## src/rtl/gnrc_upsizer.sv

```systemverilog
// Stream width up-converter: packs RATIO consecutive DW-bit beats into one registered
// DW*RATIO-bit word, with early termination (last_i + keep mask) and synchronous flush.
module gnrc_upsizer #(
    parameter int unsigned DW    = 16,
    parameter int unsigned RATIO = 4
) (
    input  logic                clk_i,
    input  logic                rst_i,
    input  logic                flush_i,
    input  logic                valid_i,
    input  logic [DW-1:0]       data_i,
    input  logic                last_i,
    output logic                ready_o,
    output logic                valid_o,
    output logic [DW*RATIO-1:0] data_o,
    output logic [RATIO-1:0]    keep_o,
    output logic                last_o,
    input  logic                ready_i
);
    localparam int unsigned CW = (RATIO > 2) ? $clog2(RATIO) : 1;
    localparam int unsigned WW = DW * RATIO;

    if (RATIO < 2) begin : g_ratio_check
        $error("gnrc_upsizer: RATIO must be >= 2");
    end

    logic [CW-1:0]    cnt_q, cnt_d;
    logic [WW-1:0]    acc_q, acc_d;
    logic [RATIO-1:0] acc_keep_q, acc_keep_d;
    logic             valid_q, valid_d;
    logic [WW-1:0]    data_q, data_d;
    logic [RATIO-1:0] keep_q, keep_d;
    logic             last_q, last_d;

    logic             accept;
    logic             closing;
    logic [WW-1:0]    acc_new;
    logic [RATIO-1:0] keep_new;

    always_comb begin
        ready_o  = ~flush_i & ~rst_i & (~valid_q | ready_i);
        accept   = valid_i & ready_o;
        closing  = (cnt_q == CW'(RATIO - 1)) | last_i;

        // Current beat merged into the accumulator at lane cnt.
        acc_new  = acc_q;
        keep_new = acc_keep_q;
        for (int unsigned k = 0; k < RATIO; k++) begin
            if (cnt_q == CW'(k)) begin
                acc_new[k*DW +: DW] = data_i;
                keep_new[k]         = 1'b1;
            end
        end

        cnt_d      = cnt_q;
        acc_d      = acc_q;
        acc_keep_d = acc_keep_q;
        valid_d    = valid_q;
        data_d     = data_q;
        keep_d     = keep_q;
        last_d     = last_q;

        if (flush_i) begin
            cnt_d      = '0;
            acc_d      = '0;
            acc_keep_d = '0;
            valid_d    = 1'b0;
            data_d     = '0;
            keep_d     = '0;
            last_d     = 1'b0;
        end else begin
            if (valid_q & ready_i) begin
                valid_d = 1'b0;
            end
            // A closing beat overrides the drain above, so back-to-back words have no bubble.
            if (accept) begin
                if (closing) begin
                    valid_d    = 1'b1;
                    data_d     = acc_new;
                    keep_d     = keep_new;
                    last_d     = last_i;
                    cnt_d      = '0;
                    acc_d      = '0;
                    acc_keep_d = '0;
                end else begin
                    cnt_d      = cnt_q + CW'(1);
                    acc_d      = acc_new;
                    acc_keep_d = keep_new;
                end
            end
        end
    end

    always_ff @(posedge clk_i) begin
        if (rst_i) begin
            cnt_q      <= '0;
            acc_q      <= '0;
            acc_keep_q <= '0;
            valid_q    <= 1'b0;
            data_q     <= '0;
            keep_q     <= '0;
            last_q     <= 1'b0;
        end else begin
            cnt_q      <= cnt_d;
            acc_q      <= acc_d;
            acc_keep_q <= acc_keep_d;
            valid_q    <= valid_d;
            data_q     <= data_d;
            keep_q     <= keep_d;
            last_q     <= last_d;
        end
    end

    assign valid_o = valid_q;
    assign data_o  = data_q;
    assign keep_o  = keep_q;
    assign last_o  = last_q;

endmodule

```

## config.mk

```make
export PLATFORM = sky130hd
export DESIGN_NAME = gnrc_upsizer
export DESIGN_NICKNAME = d
export VERILOG_FILES = /design/src/rtl/gnrc_upsizer.sv
export SDC_FILE = /design/constraint.sdc
export NUM_CORES = 1
export LEC_CHECK = 0
export BUFFER_PORTS_ARGS = -buffer_cell sky130_fd_sc_hd__buf_2
export CORE_ASPECT_RATIO = 1.1
export CORE_MARGIN = 2
export CORE_UTILIZATION = 30
export DETAILED_ROUTE_END_ITERATION = 8
export SYNTH_ARGS = -nofsm -noshare
export SYNTH_HDL_FRONTEND = slang
export SYNTH_SLANG_ARGS = --single-unit
export TNS_END_PERCENT = 20
```

## constraint.sdc

```tcl
create_clock -name clk_i -period 2.17 [get_ports clk_i]
set_input_delay 0.1085 -clock clk_i [delete_from_list [all_inputs] [get_ports clk_i]]
set_output_delay 0.1085 -clock clk_i [all_outputs]
set_load 0.005 [all_outputs]
```

# Yosys cells after proc, flatten, opt, wreduce, memory -nomap -nowiden
# Cells that the tools add are included.
dict set report totals {
  ff_bits 140
  latchBits 0
  ram_bits 0
  mem_bits_ro 0
  input_bits 22
  out_inout_bits 71
  wordCells 37
  memories 0
}
dict set report op_classes {
  addsub 1
  n_mul 0
  n_div 0
  magnitude_cmp 0
  n_eq_ne 3
  n_shift 0
  mux 14
  n_bitwise 9
  reduce_logical 3
}
# op count
set op_table {}
lappend op_table {{2-to-1 mux 16 bit} 4}
lappend op_table {{2-to-1 mux 64 bit} 1}
lappend op_table {{2-to-1 mux 1 bit} 7}
lappend op_table {{bitwise AND 1 bit} 4}
lappend op_table {{equality test 2 bit, second input constant} 2}
lappend op_table {{2-to-1 mux 4 bit} 1}
lappend op_table {{NOT 1 bit} 3}
lappend op_table {{adder 2 x 1 -> 2 bit, second input constant} 1}
lappend op_table {{equality test 2 x 1 -> 1 bit, second input constant} 1}
lappend op_table {{zero test 2 bit} 1}
lappend op_table {{2-to-1 mux 2 bit} 1}
lappend op_table {{OR 1 bit} 2}
lappend op_table {{AND reduction 2 bit} 1}
lappend op_table {{OR reduction 2 bit} 1}

# Logic depth before layout (Yosys ltp)
dict set report logic_depth {
  depth_word 5
  ltp_mapped 7
  ltp_nobuf 5
}

# Worst setup path before layout
# Ideal clock, no wire load.
dict set report synth_timing {
  path_kind {flip-flop to flip-flop}
  start {reg cnt_q[0]}
  end {reg data_q[55] (netlist: data_o[55])}
  setup_time_ps 69
  arrival_ps 1587
  required_time_ps 2101
  slack_ps 515
  path_stages_with_launch 7
  path_buffers 2
  period_less_slack_ps 1655
  path_cell_list {dfxtp_1 ha_1 o21ai_1 clkbuf_1 clkbuf_1 o211ai_1 o21ai_1}
}
dict set report synth_via {
  elab_chain_len 3
  elab_cells_between_ends 4
  classes_between {eq/ne: 1; mux: 1; bitwise: 1; reduce/logical: 1}
}
# item line_no
set synth_rtl {}
lappend synth_rtl {{from (decl)} 27} ;# logic [CW-1:0] cnt_q, cnt_d;
lappend synth_rtl {{from (signal assigned)} 104} ;# cnt_q <= cnt_d;
lappend synth_rtl {{equality test 2 bit (*)} {43, 49}}
lappend synth_rtl {{OR 1 bit} 43} ;# closing = (cnt_q == CW'(RATIO - 1)) | last_i;
lappend synth_rtl {{AND reduction 2 bit (no line)} -}
lappend synth_rtl {{to (signal assigned)} 108} ;# data_q <= data_d;
lappend synth_rtl {{to (decl)} 31} ;# logic [WW-1:0] data_q, data_d;
# Mark *: on every way between the ends. The rest lies on a longest branch, timed or not.
# A chain may end at the register's enable or synchronous reset.

# Worst setup path after layout
dict set report layout_timing {
  start {reg valid_q (netlist: valid_o)}
  end {out ready_o}
}
dict set report layout_via {
  elab_chain_len 3
}
# item line_no
set layout_rtl {}
lappend layout_rtl {{from (decl)} 30} ;# logic valid_q, valid_d;
lappend layout_rtl {{from (signal assigned)} 107} ;# valid_q <= valid_d;
lappend layout_rtl {{NOT 1 bit} 41} ;# ready_o = ~flush_i & ~rst_i & (~valid_q | ready_i);
lappend layout_rtl {{OR 1 bit} 41}
lappend layout_rtl {{bitwise AND 1 bit} 41}
lappend layout_rtl {{to (decl)} 13} ;# output logic ready_o,
# No other way between the ends.

==> impl_metrics.csv <==
group,metric,value,unit
run_status,status,"complete, no violations",
sta,setup_ws,0.1820,ns
sta,skew,0.01653,ns
place,numPortBuffers,92,
place,placed_area,0.006492,mm2
sta,hold-worst-slack,0.07943,ns
clocking,clockBufferDepth,2,
global_route,grt_pass1_wl,26430,um
worst_setup_path,rrSetupSlack,0.28,ns
clocking,post-cts-setup-buffers,0,
routing,wire_per_inst,18.75,um
synth,synthMostInstantiatedCell,"dfxtp_1",
clocking,post_cts_resized,0,
routing,drt_iter0_drc,428,
sta,clock.fmax,503.0,MHz
synth,synthArstFlopShare,0,%
sta,fin_setup_tns,0,ns
sta,tightest_slew,0.8506,ns
synth,syn_area,0.005887,mm2
die,core.rowCount,53,
power,p_leak,2.556,nW
clocking,cts_hold_buf,0,
routing,vias,4928,
worst_setup_path,path_cells,"nor2b_4 -> buf_12 -> nor2_1 -> buf_2",
cells_and_area,design_area,0.007014,mm2
place,dp_hpwl,10430,um
worst_setup_path,cp.required,2.06,ns
cells_and_area,areaGrowthSynthToFinish,19.15,%
worst_setup_path,crit_type,"flop to output port",
clocking,cts_tree,"yes",
sta,slew_viol_final,0,
die,fp.dieW,137.6,um
sta,hold_viol,0,
synth,synth_seq_area_share,47.61,%
clocking,cts_sinks,140,
routing,drt-total-wl,17460,um
clocking,cts_buffers,17,
synth,synth_cell_types,30,
sta,finalCriticalPeriod,1.988,ns
worst_setup_path,cp_max_fo,118,
die,fp.dieArea,0.02076,mm2
synth,postSynthNetCount,646,
worst_setup_path,critPathLaunchType,"flop",
synth,yosys_register_bits,140,
cells_and_area,regArea,0.002803,mm2
power,power_density,788.2,mW/mm2
die,coreArea,0.01916,mm2
global_route,grt_pass1_vias,4564,
die,die_y,150.9,um
min_path,hold_class,"input pin to flop",
global_route,grt_max_degree,119,
place,routabilityCongestion,0.7871,
cells_and_area,multiInputGateArea,0.002755,mm2
synth,netlist_instances,620,
global_route,antenna_found_initial,0,
synth,ys_top_cells_by_area,"dfxtp_1 48%, o211ai_1 15%, mux2i_1 6.1%",
clocking,clk_latency,0.43,ns
synth,synth_ff_type,"dfxtp_1",
place,place_ws,0.2736,ns
synth,synth_commonest_cells,"140 x dfxtp_1, 116 x o211ai_1, 57 x nand2_1",
synth,yosysWarnings,0,
sta,rsz0062_at_grt,"no",
clocking,cts-root-buf,"clkbuf_16",
clocking,htreeDepth,4,
worst_setup_path,arrival,1.88,ns
sta,setup_viol,0,
synth,synth_area_per_cell,9.495,um2
die,pin_count,93,
sta,relSlewSlack,43.29,%
power,ir_drop,507.7,uV
worst_setup_path,crit_path_end_kind,"output port",
synth,synth_top_area_share,47.61,%
global_route,grt_overflow,0,
worst_setup_path,slowest_delay,0.42,ns
cells_and_area,nNetsFinal,700,
synth,synth_edf_count,0,
worst_setup_path,crit_slowest_cell,"buf_12",
routing,drt-pass1-iter-count,4,
clocking,clkTransAtPathRegs,0.06,ns
routing,via_per_inst,5.293,
cells_and_area,antenna_cells,0,
die,initial_core_util,30.72,%
cells_and_area,drive_gt1_share,24.42,%
global_route,track_usage,16.91,%
flow_run,cap_viol_max_count,0,
sta,min_period_over_period,91.62,%
cells_and_area,nFillCells,1934,
routing,drc,0,
synth,yosys.area.top_type,"dfxtp_1",
routing,drtAntennaViolNets,0,
-- flip-flops by register name, indices dropped and copies added, names as in the netlist --
signal      count
acc_q          64
cnt_q           2
acc_keep_q      4
keep_o          4
data_o         64
last_o          1
valid_o         1
-- where the power goes --
part | switching, mW | internal, mW
Combinational | 0.229 | 0.0726
Clock | 1.07 | 1.57
Sequential | 0.00727 | 2.58
Total | 1.30 | 4.22
-- through the flow --
step | instances | power [mW] | util (%)
after floorplan | 620 | 2.814 | -
after global placement | 902 | 2.947 | 33.88
after detailed placement | 902 | 2.947 | 33.88
after CTS | 931 | 5.579 | 36.60
after global routing | 931 | 5.715 | 36.60
final | 931 | 5.529 | 36.60
-- final timing paths --
kind,startpoint,to,depth (start not counted)
worst min-delay path,rst_i,acc_q[2],4
worst max register to register,cnt_q[1],acc_keep_q[0],5
worst max-delay path,valid_o,ready_o,4
worst min register to register,acc_keep_q[2],acc_keep_q[2],2
-- layout make-up --
type	count	area share [%]
timing repair buffer	107	8.705
clock inverter	9	1.070
tap	247	4.406
sequential	140	39.96
clock buffer	20	6.368
multi-input combinational	404	39.28
inverter	4	0.2141
-- metal layers --
metal	track usage, %	part of all wire (%)
met1	23.95	49
met2	25.70	46
met3	3.548	3.8
met4	5.155	1.3
met5	0	0
-- kinds of logic (layout without fill, tap and decap cells) --
kind of cell / after synthesis / count (layout) / share of synthesized area (%)
flip-flops: 140 / 140 / 47.61
AO/OA/AOI/OAI: 244 / 244 / 27.04
AND/OR/NAND/NOR: 92 / 92 / 6.993
adder cells (fa/ha/maj): 4 / 4 / 0.8502
buffers and inverters: 76 / 140 / 6.036
multiplexers: 64 / 64 / 11.48
-- placed cells by master (no fill, tap or decap), types with 12 or more instances in the layout --
| cell | instances |
|---|---|
| buf_2 | 92 |
| dfxtp_1 | 140 |
| mux2i_1 | 36 |
| o211ai_1 | 116 |
| o21ai_1 | 47 |
| nand2_1 | 57 |
| o31ai_1 | 17 |
| clkbuf_16 | 17 |
| o21ai_0 | 50 |
| mux2_2 | 28 |
| and3_1 | 18 |
| buf_4 | 12 |
-- worst max-delay path, delay by kind of cell, from the launching register on --
kind	cells	cell delay [ns]
buf+inv	2	0.59
simple gates	2	0.38
flops	1	0.41
No activity file was read; power rests on OpenSTA's default activity.
